==> config.mk <==
export PLATFORM = sky130hd
export DESIGN_NAME = clk_sw_ctrl_flat
export DESIGN_NICKNAME = d
export VERILOG_FILES = /design/src/rtl/clk_sw_pkg.sv /design/src/rtl/clk_sw_ctrl_if.sv /design/src/rtl/clk_sw_settle_cnt.sv /design/src/rtl/clk_sw_ctrl.sv /design/src/flat_wrapper.sv
export SDC_FILE = /design/constraint.sdc
export NUM_CORES = 1
export LEC_CHECK = 0
export ABC_CLOCK_PERIOD_IN_PS = 1600
export BUFFER_PORTS_ARGS = -buffer_cell sky130_fd_sc_hd__buf_2
export CORE_ASPECT_RATIO = 0.7
export CORE_MARGIN = 2
export CORE_UTILIZATION = 51
export DETAILED_ROUTE_END_ITERATION = 8
export PLACE_DENSITY = 0.73
export SLEW_MARGIN = 20
export SYNTH_ARGS = -nofsm -noshare
export SYNTH_HDL_FRONTEND = slang
export SYNTH_SLANG_ARGS = --single-unit
==> constraint.sdc <==
create_clock -name clk_i -period 1.6 [get_ports clk_i]
set_input_delay 0.16 -clock clk_i [delete_from_list [all_inputs] [get_ports clk_i]]
set_output_delay 0.16 -clock clk_i [all_outputs]
set_load 0.005 [all_outputs]
==> src/rtl/clk_sw_pkg.sv <==
`default_nettype none
// ============================================================================
// Module      : clk_sw_pkg
// Description : Shared types and constants for the clock-switch sequencer.
// Revision    : 1.0 - initial release
// ============================================================================
package clk_sw_pkg;

    // Default width of the settle counter and of the settle request field
    localparam int CLK_SW_CNT_W = 8;

    // Sequencer states: gate off, change select, restore gate, report
    typedef enum logic [2:0] {
        IDLE     = 3'd0,
        OFF_WAIT = 3'd1,
        SEL_WAIT = 3'd2,
        ON_WAIT  = 3'd3,
        DONE     = 3'd4
    } state_e;

endpackage
`default_nettype wire

==> src/rtl/clk_sw_ctrl_if.sv <==
`default_nettype none
// ============================================================================
// Module      : clk_sw_ctrl_if
// Description : Request handshake and clock-control outputs of the clock-switch
//               sequencer. master = requester side, slave = sequencer side.
// Revision    : 1.0 - initial release
// ============================================================================
interface clk_sw_ctrl_if
    import clk_sw_pkg::*;
#(
    parameter int CNT_W = CLK_SW_CNT_W
) ();

    logic             req_valid_i;
    logic             req_ready_o;
    logic             req_sel_i;
    logic             req_en_i;
    logic [CNT_W-1:0] settle_i;
    logic             clk_sel_o;
    logic             clk_en_o;
    logic             busy_o;
    logic             done_o;

    modport master (
        output req_valid_i,
        output req_sel_i,
        output req_en_i,
        output settle_i,
        input  req_ready_o,
        input  clk_sel_o,
        input  clk_en_o,
        input  busy_o,
        input  done_o
    );

    modport slave (
        input  req_valid_i,
        input  req_sel_i,
        input  req_en_i,
        input  settle_i,
        output req_ready_o,
        output clk_sel_o,
        output clk_en_o,
        output busy_o,
        output done_o
    );

endinterface
`default_nettype wire

==> src/rtl/clk_sw_settle_cnt.sv <==
`default_nettype none
// ============================================================================
// Module      : clk_sw_settle_cnt
// Description : Loadable down-counter timing each settle phase. is_last_o
//               flags the final cycle of a phase (count == 1).
// Revision    : 1.0 - initial release
// ============================================================================
module clk_sw_settle_cnt #(
    parameter int CNT_W = 8
) (
    input  wire logic             clk_i,
    input  wire logic             rst_i,
    input  wire logic             load_i,
    input  wire logic [CNT_W-1:0] load_val_i,
    input  wire logic             dec_i,
    output logic                  is_last_o
);

    logic [CNT_W-1:0] r_cnt;

    // Load has priority; decrement saturates at zero so the count never wraps
    always_ff @(posedge clk_i) begin
        if (rst_i) begin
            r_cnt <= '0;
        end else if (load_i) begin
            r_cnt <= load_val_i;
        end else if (dec_i && (r_cnt != '0)) begin
            r_cnt <= r_cnt - CNT_W'(1);
        end
    end

    assign is_last_o = (r_cnt == CNT_W'(1));

endmodule
`default_nettype wire

==> src/rtl/clk_sw_ctrl.sv <==
`default_nettype none
// ============================================================================
// Module      : clk_sw_ctrl
// Description : Break-before-make sequencer for a gated 2:1 clock select.
//               Gates the clock off, settles, moves the select, settles,
//               restores the gate, settles, then pulses done. Drives control
//               levels only.
// Revision    : 1.0 - initial release
// ============================================================================
module clk_sw_ctrl
    import clk_sw_pkg::*;
#(
    parameter int   CNT_W   = CLK_SW_CNT_W,
    parameter logic RST_SEL = 1'b0,
    parameter logic RST_EN  = 1'b1
) (
    input  wire logic    clk_i,
    input  wire logic    rst_i,
    clk_sw_ctrl_if.slave bus
);

    state_e           r_state;
    logic             r_sel;
    logic             r_en;
    logic             r_busy;
    logic             r_done;
    logic             r_tgt_sel;
    logic             r_tgt_en;
    logic [CNT_W-1:0] r_s;

    logic             w_ready;
    logic             w_accept;
    logic [CNT_W-1:0] w_s;
    logic             w_load;
    logic [CNT_W-1:0] w_load_val;
    logic             w_dec;
    logic             w_last;

    // Only combinational output: ready must drop during reset itself
    assign w_ready  = (r_state == IDLE) && !rst_i;
    assign w_accept = bus.req_valid_i && w_ready;

    // A zero settle request would never reach the last-cycle flag, so clamp to 1
    assign w_s = (bus.settle_i == '0) ? CNT_W'(1) : bus.settle_i;

    // Counter control: load at the start of each wait phase, count down inside it
    always_comb begin
        w_load     = 1'b0;
        w_load_val = r_s;
        w_dec      = 1'b0;
        case (r_state)
            IDLE: begin
                w_load_val = w_s;
                if (w_accept && ((bus.req_sel_i != r_sel) || (bus.req_en_i != r_en))) begin
                    w_load = 1'b1;
                end
            end
            OFF_WAIT: begin
                w_dec  = 1'b1;
                w_load = w_last;
            end
            SEL_WAIT: begin
                w_dec  = 1'b1;
                w_load = w_last && r_tgt_en;
            end
            ON_WAIT: begin
                w_dec = 1'b1;
            end
            default: begin
                w_dec = 1'b0;
            end
        endcase
    end

    clk_sw_settle_cnt #(
        .CNT_W (CNT_W)
    ) u_settle_cnt (
        .clk_i      (clk_i),
        .rst_i      (rst_i),
        .load_i     (w_load),
        .load_val_i (w_load_val),
        .dec_i      (w_dec),
        .is_last_o  (w_last)
    );

    // Sequencer: select and enable are only ever updated in different states,
    // and the select only moves while the gate is held off
    always_ff @(posedge clk_i) begin
        if (rst_i) begin
            r_state   <= IDLE;
            r_sel     <= RST_SEL;
            r_en      <= RST_EN;
            r_busy    <= 1'b0;
            r_done    <= 1'b0;
            r_tgt_sel <= 1'b0;
            r_tgt_en  <= 1'b0;
            r_s       <= '0;
        end else begin
            r_done <= 1'b0;
            case (r_state)
                IDLE: begin
                    if (w_accept) begin
                        r_tgt_sel <= bus.req_sel_i;
                        r_tgt_en  <= bus.req_en_i;
                        r_s       <= w_s;
                        r_busy    <= 1'b1;
                        if (bus.req_sel_i != r_sel) begin
                            // Force the gate off even if it already is
                            r_en    <= 1'b0;
                            r_state <= OFF_WAIT;
                        end else begin
                            r_en <= bus.req_en_i;
                            if (bus.req_en_i != r_en) begin
                                r_state <= ON_WAIT;
                            end else begin
                                r_state <= DONE;
                                r_done  <= 1'b1;
                            end
                        end
                    end
                end
                OFF_WAIT: begin
                    if (w_last) begin
                        r_sel   <= r_tgt_sel;
                        r_state <= SEL_WAIT;
                    end
                end
                SEL_WAIT: begin
                    if (w_last) begin
                        r_en <= r_tgt_en;
                        if (r_tgt_en) begin
                            r_state <= ON_WAIT;
                        end else begin
                            r_state <= DONE;
                            r_done  <= 1'b1;
                        end
                    end
                end
                ON_WAIT: begin
                    if (w_last) begin
                        r_state <= DONE;
                        r_done  <= 1'b1;
                    end
                end
                DONE: begin
                    r_state <= IDLE;
                    r_busy  <= 1'b0;
                end
                default: begin
                    r_state <= IDLE;
                    r_busy  <= 1'b0;
                end
            endcase
        end
    end

    assign bus.req_ready_o = w_ready;
    assign bus.clk_sel_o   = r_sel;
    assign bus.clk_en_o    = r_en;
    assign bus.busy_o      = r_busy;
    assign bus.done_o      = r_done;

endmodule
`default_nettype wire

==> src/flat_wrapper.sv <==
// flat-port wrapper written by rule: the top's interface ports become plain ports
module clk_sw_ctrl_flat import clk_sw_pkg::*;
#(
    parameter int   CNT_W   = CLK_SW_CNT_W,
    parameter logic RST_SEL = 1'b0,
    parameter logic RST_EN  = 1'b1
)
  (clk_i, rst_i, bus_req_valid_i, bus_req_sel_i, bus_req_en_i, bus_settle_i, bus_req_ready_o, bus_clk_sel_o, bus_clk_en_o, bus_busy_o, bus_done_o);
  clk_sw_ctrl_if #(.CNT_W(CNT_W)) bus_i ();
  input  wire logic clk_i;
  input  wire logic rst_i;
  input wire logic [$bits(bus_i.req_valid_i)-1:0] bus_req_valid_i;
  input wire logic [$bits(bus_i.req_sel_i)-1:0] bus_req_sel_i;
  input wire logic [$bits(bus_i.req_en_i)-1:0] bus_req_en_i;
  input wire logic [$bits(bus_i.settle_i)-1:0] bus_settle_i;
  output wire logic [$bits(bus_i.req_ready_o)-1:0] bus_req_ready_o;
  output wire logic [$bits(bus_i.clk_sel_o)-1:0] bus_clk_sel_o;
  output wire logic [$bits(bus_i.clk_en_o)-1:0] bus_clk_en_o;
  output wire logic [$bits(bus_i.busy_o)-1:0] bus_busy_o;
  output wire logic [$bits(bus_i.done_o)-1:0] bus_done_o;
  assign bus_i.req_valid_i = bus_req_valid_i;
  assign bus_i.req_sel_i = bus_req_sel_i;
  assign bus_i.req_en_i = bus_req_en_i;
  assign bus_i.settle_i = bus_settle_i;
  assign bus_req_ready_o = bus_i.req_ready_o;
  assign bus_clk_sel_o = bus_i.clk_sel_o;
  assign bus_clk_en_o = bus_i.clk_en_o;
  assign bus_busy_o = bus_i.busy_o;
  assign bus_done_o = bus_i.done_o;
  clk_sw_ctrl #(.CNT_W(CNT_W), .RST_SEL(RST_SEL), .RST_EN(RST_EN)) u_core (.clk_i(clk_i), .rst_i(rst_i), .bus(bus_i));
endmodule
After elaboration in Yosys (flattened, before gate mapping) --
Index checks and enable logic that the tools add are counted. W data, S select, Z words.
Cells by class: add/subtract/negate cells 1, eq/ne operators 10, multiplexer cells 28, bitwise gates (word level) 1, reductions and logical operators 18
Operator list (count):
- $mux W8 | 4
- $mux W3 | 7
- $mux W1 | 12
- $pmux W3 S4 | 1
- $eq A8 B1 Y1 const B | 1
- $logic_not A8 Y1 | 1
- $ne A2 B1 Y1 const B | 4
- $reduce_bool A8 Y1 | 1
- $sub A8 B1 Y8 const B | 1
- $eq A3 B2 Y1 const B | 2
- $pmux W1 S3 | 2
- $reduce_and A2 Y1 | 3
- $logic_and A1 B1 Y1 | 5
- $pmux W1 S2 | 2
- $reduce_and A4 Y1 | 1
- $reduce_bool A2 Y1 | 2
- $eq A3 B1 Y1 const B | 1
- $logic_not A3 Y1 | 1
- $reduce_and A3 Y1 | 1
- $reduce_or A3 Y1 | 1
- $ne A1 B1 Y1 | 2
- $logic_not A1 Y1 | 1
- $logic_or A1 B1 Y1 | 1
- $not A1 Y1 | 1
Word-level totals: bits in registers 25, input bits 13, logic and storage cells 67

Logic depth before layout (Yosys ltp) --
word-level depth 7, gate-level depth with buffers 7, depth with buffers taken out 6

Cells and area by module --
Synthesis repeated with hierarchy kept, for this count alone.
Unflattened totals: cells, all modules 169, area, all modules 1487.7 um^2
By module, submodules not included:
- clk_sw_ctrl | instances 1, cells an instance 110, area each 963.4 um^2, sequential area each 340.3 um^2
- clk_sw_settle_cnt | instances 1, cells an instance 59, area each 524.3 um^2, sequential area each 160.2 um^2

Worst setup path after synthesis --
No wires, ideal clock.
path type register -> register, start point reg u_core.u_settle_cnt.r_cnt[0], end point reg u_core.u_settle_cnt.r_cnt[3], data arrival time 1637 ps, slack -127 ps, stages on the path, launching flop included 7, buffers on the path 0, cell sequence dfxtp_1 -> inv_1 -> ha_1 -> nor4b_1 -> and2_1 -> or4_1 -> a311oi_1
Between the ends: word-level cells in the longest chain between the ends 4, elaborated cells between the ends (all ways) 9, those cells by class add/sub (1); eq/ne (1); mux (3); reduce/logical (4)
Ends and longest elaborated chain:
- start: declaration | line clk_sw_settle_cnt.sv:19 | logic [CNT_W-1:0] r_cnt;
- start signal: assignment | line clk_sw_settle_cnt.sv:26 | r_cnt <= load_val_i;
- start signal: assignment | line clk_sw_settle_cnt.sv:28 | r_cnt <= r_cnt - CNT_W'(1);
- branches (longest 4 deep; another with $sub A8 B1 Y8)
Several ways; the timed one is not identified. The select of a mux whose other input is x is not followed. A chain may end at the register's enable or synchronous reset.

Worst setup path after layout --
start point reg u_core.u_settle_cnt.r_cnt[1], end point reg u_core.r_state[0]
Between the ends: word-level cells in the longest chain between the ends 3, elaborated cells between the ends (all ways) 5, those cells by class eq/ne (4); reduce/logical (1)
Ends and longest elaborated chain:
- $eq A8 B1 Y1 (*) | line clk_sw_settle_cnt.sv:32 | assign is_last_o = (r_cnt == CNT_W'(1));
- $ne A2 B1 Y1 (no line)
- $reduce_and A4 Y1 (no line) (*)
- end signal: assignment | line clk_sw_ctrl.sv:90 | r_state <= IDLE;
- end signal: assignment | line clk_sw_ctrl.sv:110 | r_state <= OFF_WAIT;
- end signal: assignment | line clk_sw_ctrl.sv:114 | r_state <= ON_WAIT;
- end: declaration | line clk_sw_ctrl.sv:22 | state_e r_state;
Mark *: on every way between the ends. The rest lies on a longest branch, timed or not.

==> summary.txt <==
Vias - 1524
ANT nets after route - 0
Initial Util - 53.06%
Syn Nets - 185
# setup viols final - 7
failing checks - setup timing
worst clock skew - 1.312 ps
Die Wd - 68.31 microns
status - finished with violations
clk slew on worst S/H paths - 80 ps
largest net degree at the start of global routing - 20
unrepaired setup endpoints after global routing - true
FP Rows - 16
Nets - 230
CTS buffer count - 3
WS Path Type - reg -> reg
Buffers on Ports - 17
full die area - 0.003348 sq mm
WL final - 4427 microns
leading cell types in the layout, fill and taps excluded - 31 x buf_4, 22 x nand2_1, 20 x dfxtp_1
CTS Hold Buffers Added - 0
crit share post-route - 109.6%
met2 usage - 41.42%
antenna cells - 0
top area cells in the synthesized netlist - dfxtp_1 34%, nand2_1 5.8%, a221oi_1 4.2%, a211oi_1 4.1%, and2_1 3.8%
Pre-antenna DRT Iters - 5
Multi-input gate area - 0.001120 sq mm
CP required - 1760 ps
total gr overflow - 0
Distinct cells, synth - 50
Crit. End Element - register
synth warn - 0
Starting DRT DRC Count - 69
fin crit period - 1754 ps
met1 usage - 40.20%
Worst VDD drop - 0.8482 mV
largest area contributor in the netlist - dfxtp_1
drt drc - 0
GRT Total Usage - 27.70%
Worst Tran Pin Value - 359.0 ps
P&R area growth vs syn - 40.68%
Worst Path Arrival - 1920 ps
relative slew slack - 76.07%
grt met3 use - 6.005%
Most Crowded Layer GR - met2
fin. max-slew vios - 0
crit-path max cell delay - 360 ps
first-pass GRT wire length - 6810 microns
core footprint - 0.002783 sq mm
placed cells - 237
GPL Wtd Cong - 1.014
Fin. Hold Viols - 0
register area share after synthesis - 33.90%
CP Max Fanout - 4
Post-Layout Cell Count - 249
max_cap viols - 0
number of global-route vias before repair - 1394
IO Pins - 18
CTS H-Tree Depth - 1
post-layout instance area - 0.002077 sq mm
WHS - 125.4 ps
commonest non-fill, non-tap cell in the layout - buf_4
power density over the cells - 1801 mW/mm^2
Vias/cell - 6.120
CP max stage cell - dfxtp_2
clk_lat worst skew - 270 ps
critical-path cell list - inv_4 > ha_4 > nor4b_4 > buf_4 > and2_4 > a211o_4 > a311oi_2
Post-Syn Area - 0.001476 sq mm
Fillers - 179
CTS tree - yes
clk buf depth - 2
register area - 514.2 sq um
share of flip-flops with an asynchronous set or reset - 0%
share of the synthesized area in the top cell type - 33.90%
number of synthesized register bits - 25
Post-synth EDFFs - 0
type of origin of the critical path - register
share of layout cells above drive strength 1 - 45.54%
WL per Instance - 17.78 microns
Max Fclk - 570.1 MHz
die height - 49.02 microns
Gate Count Post-Synth - 169
Clock Tree Root - clkbuf_8
Lkg Pwr - 0.8174 nW
worst min-delay path category - in -> reg
initial antenna violation count - 0
final worst slack - -154.2 ps
Placement Cell Area - 0.001739 sq mm
CTS Sinks - 25
Final HPWL DP - 2877 microns
most common flop cell mapped by yosys - dfxtp_1
Mean Syn Cell Area - 8.736 sq um
[area by class of cell]
type / instances / area share, %
Multi-Input combinational cell: 130 / 53.92
Sequential cell: 25 / 24.76
Timing Repair Buffer: 49 / 15.84
Clock buffer: 4 / 2.169
Tap cell: 36 / 2.169
Inverter: 5 / 1.145
[critical path: cells and delay by family, from the launching register on]
| kind | cells | cell delay (ps) |
|---|---|---|
| AO/OA/AOI/OAI | 2 | 650 |
| adder cells (fa/ha/maj) | 1 | 140 |
| buffers and inverters | 2 | 200 |
| flip-flops | 1 | 360 |
| AND/OR/NAND/NOR | 2 | 290 |
[synthesized netlist by cell type (2+ instances only)]
cell      count
a311oi_1      4
ha_1          3
nor2_1       11
clkbuf_1      5
a21oi_1       4
or3_1         2
and2_1        9
o31ai_1       2
o2111a_1      2
nand3_1       5
buf_2         2
mux2i_1       4
dfxtp_1      25
inv_1         5
nand2_1      23
nor3_1        3
buf_6         2
a221oi_1      7
nor4_1        2
a211oi_1      8
xor2_1        2
o21ai_0      11
[state kept, by name, summed over array words and instances, names as in the netlist]
name                       flops
u_core.r_tgt_sel               1
u_core.r_tgt_en                1
u_core.bus.clk_sel_o           1
u_core.bus.busy_o              1
u_core.r_s                     8
u_core.bus.clk_en_o            1
u_core.u_settle_cnt.r_cnt      8
u_core.r_state                 3
u_core.bus.done_o              1
[layer usage]
metal  share of wire [%]  wire length [microns]
met5                   0                      0
met4                 1.9                     84
met3                 4.4                    193
met2                  46                   2046
met1                  48                   2103
[per-stage QoR]
step	worst slack (ps)	util, %	setup TNS, ps	total power, W
after global routing	-171.4	74.64	-777.3	0.003968
after CTS	-88.77	69.06	-320.2	0.003364
after detailed placement	-134.1	62.50	-616.4	0.002654
final	-154.2	74.64	-365.5	0.003740
after global placement	-85.22	62.50	-253.0	0.002588
after floorplan	-4.838	-	-9.395	0.002026
[power breakdown]
part | internal [W] | leakage [nW] | switching (W)
sequential | 0.000804 | 0.208 | 0.000234
combinational | 0.00122 | 0.587 | 0.00111
clock | 0.000178 | 0.0228 | 0.000199
[path summary, 6_finish.rpt]
kind / cells after the start / slack, ps / endpoint / start
worst min register to register: 2 / 470 / u_core.r_s[4] / u_core.r_s[4]
worst max register to register: 7 / -150 / u_core.r_state[0] / u_core.u_settle_cnt.r_cnt[1]
worst min-delay path: 3 / 130 / u_core.r_s[4] / bus_settle_i[4]
worst max-delay path: 7 / -150 / u_core.r_state[0] / u_core.u_settle_cnt.r_cnt[1]
[repair_timing]
action | CTS | global route
gates resized for setup | 26 | 20
buffers inserted | 2 | 6
cloned | 0 | 1
endpoints found under the setup margin | 11 | 15
pin swaps | 8 | 16
[kinds of logic after synthesis]
kind of cell / Yosys count / share of synthesized area [%]
AOI/OAI and AO/OA: 49 / 25.59
adders and majority gates: 3 / 2.543
and+or+nand+nor: 69 / 27.46
muxes: 5 / 3.475
xor gates and xnor gates: 3 / 1.780
buffers and inverters: 15 / 5.255
DFF: 25 / 33.90
Power figures use the tool's default switching activity.
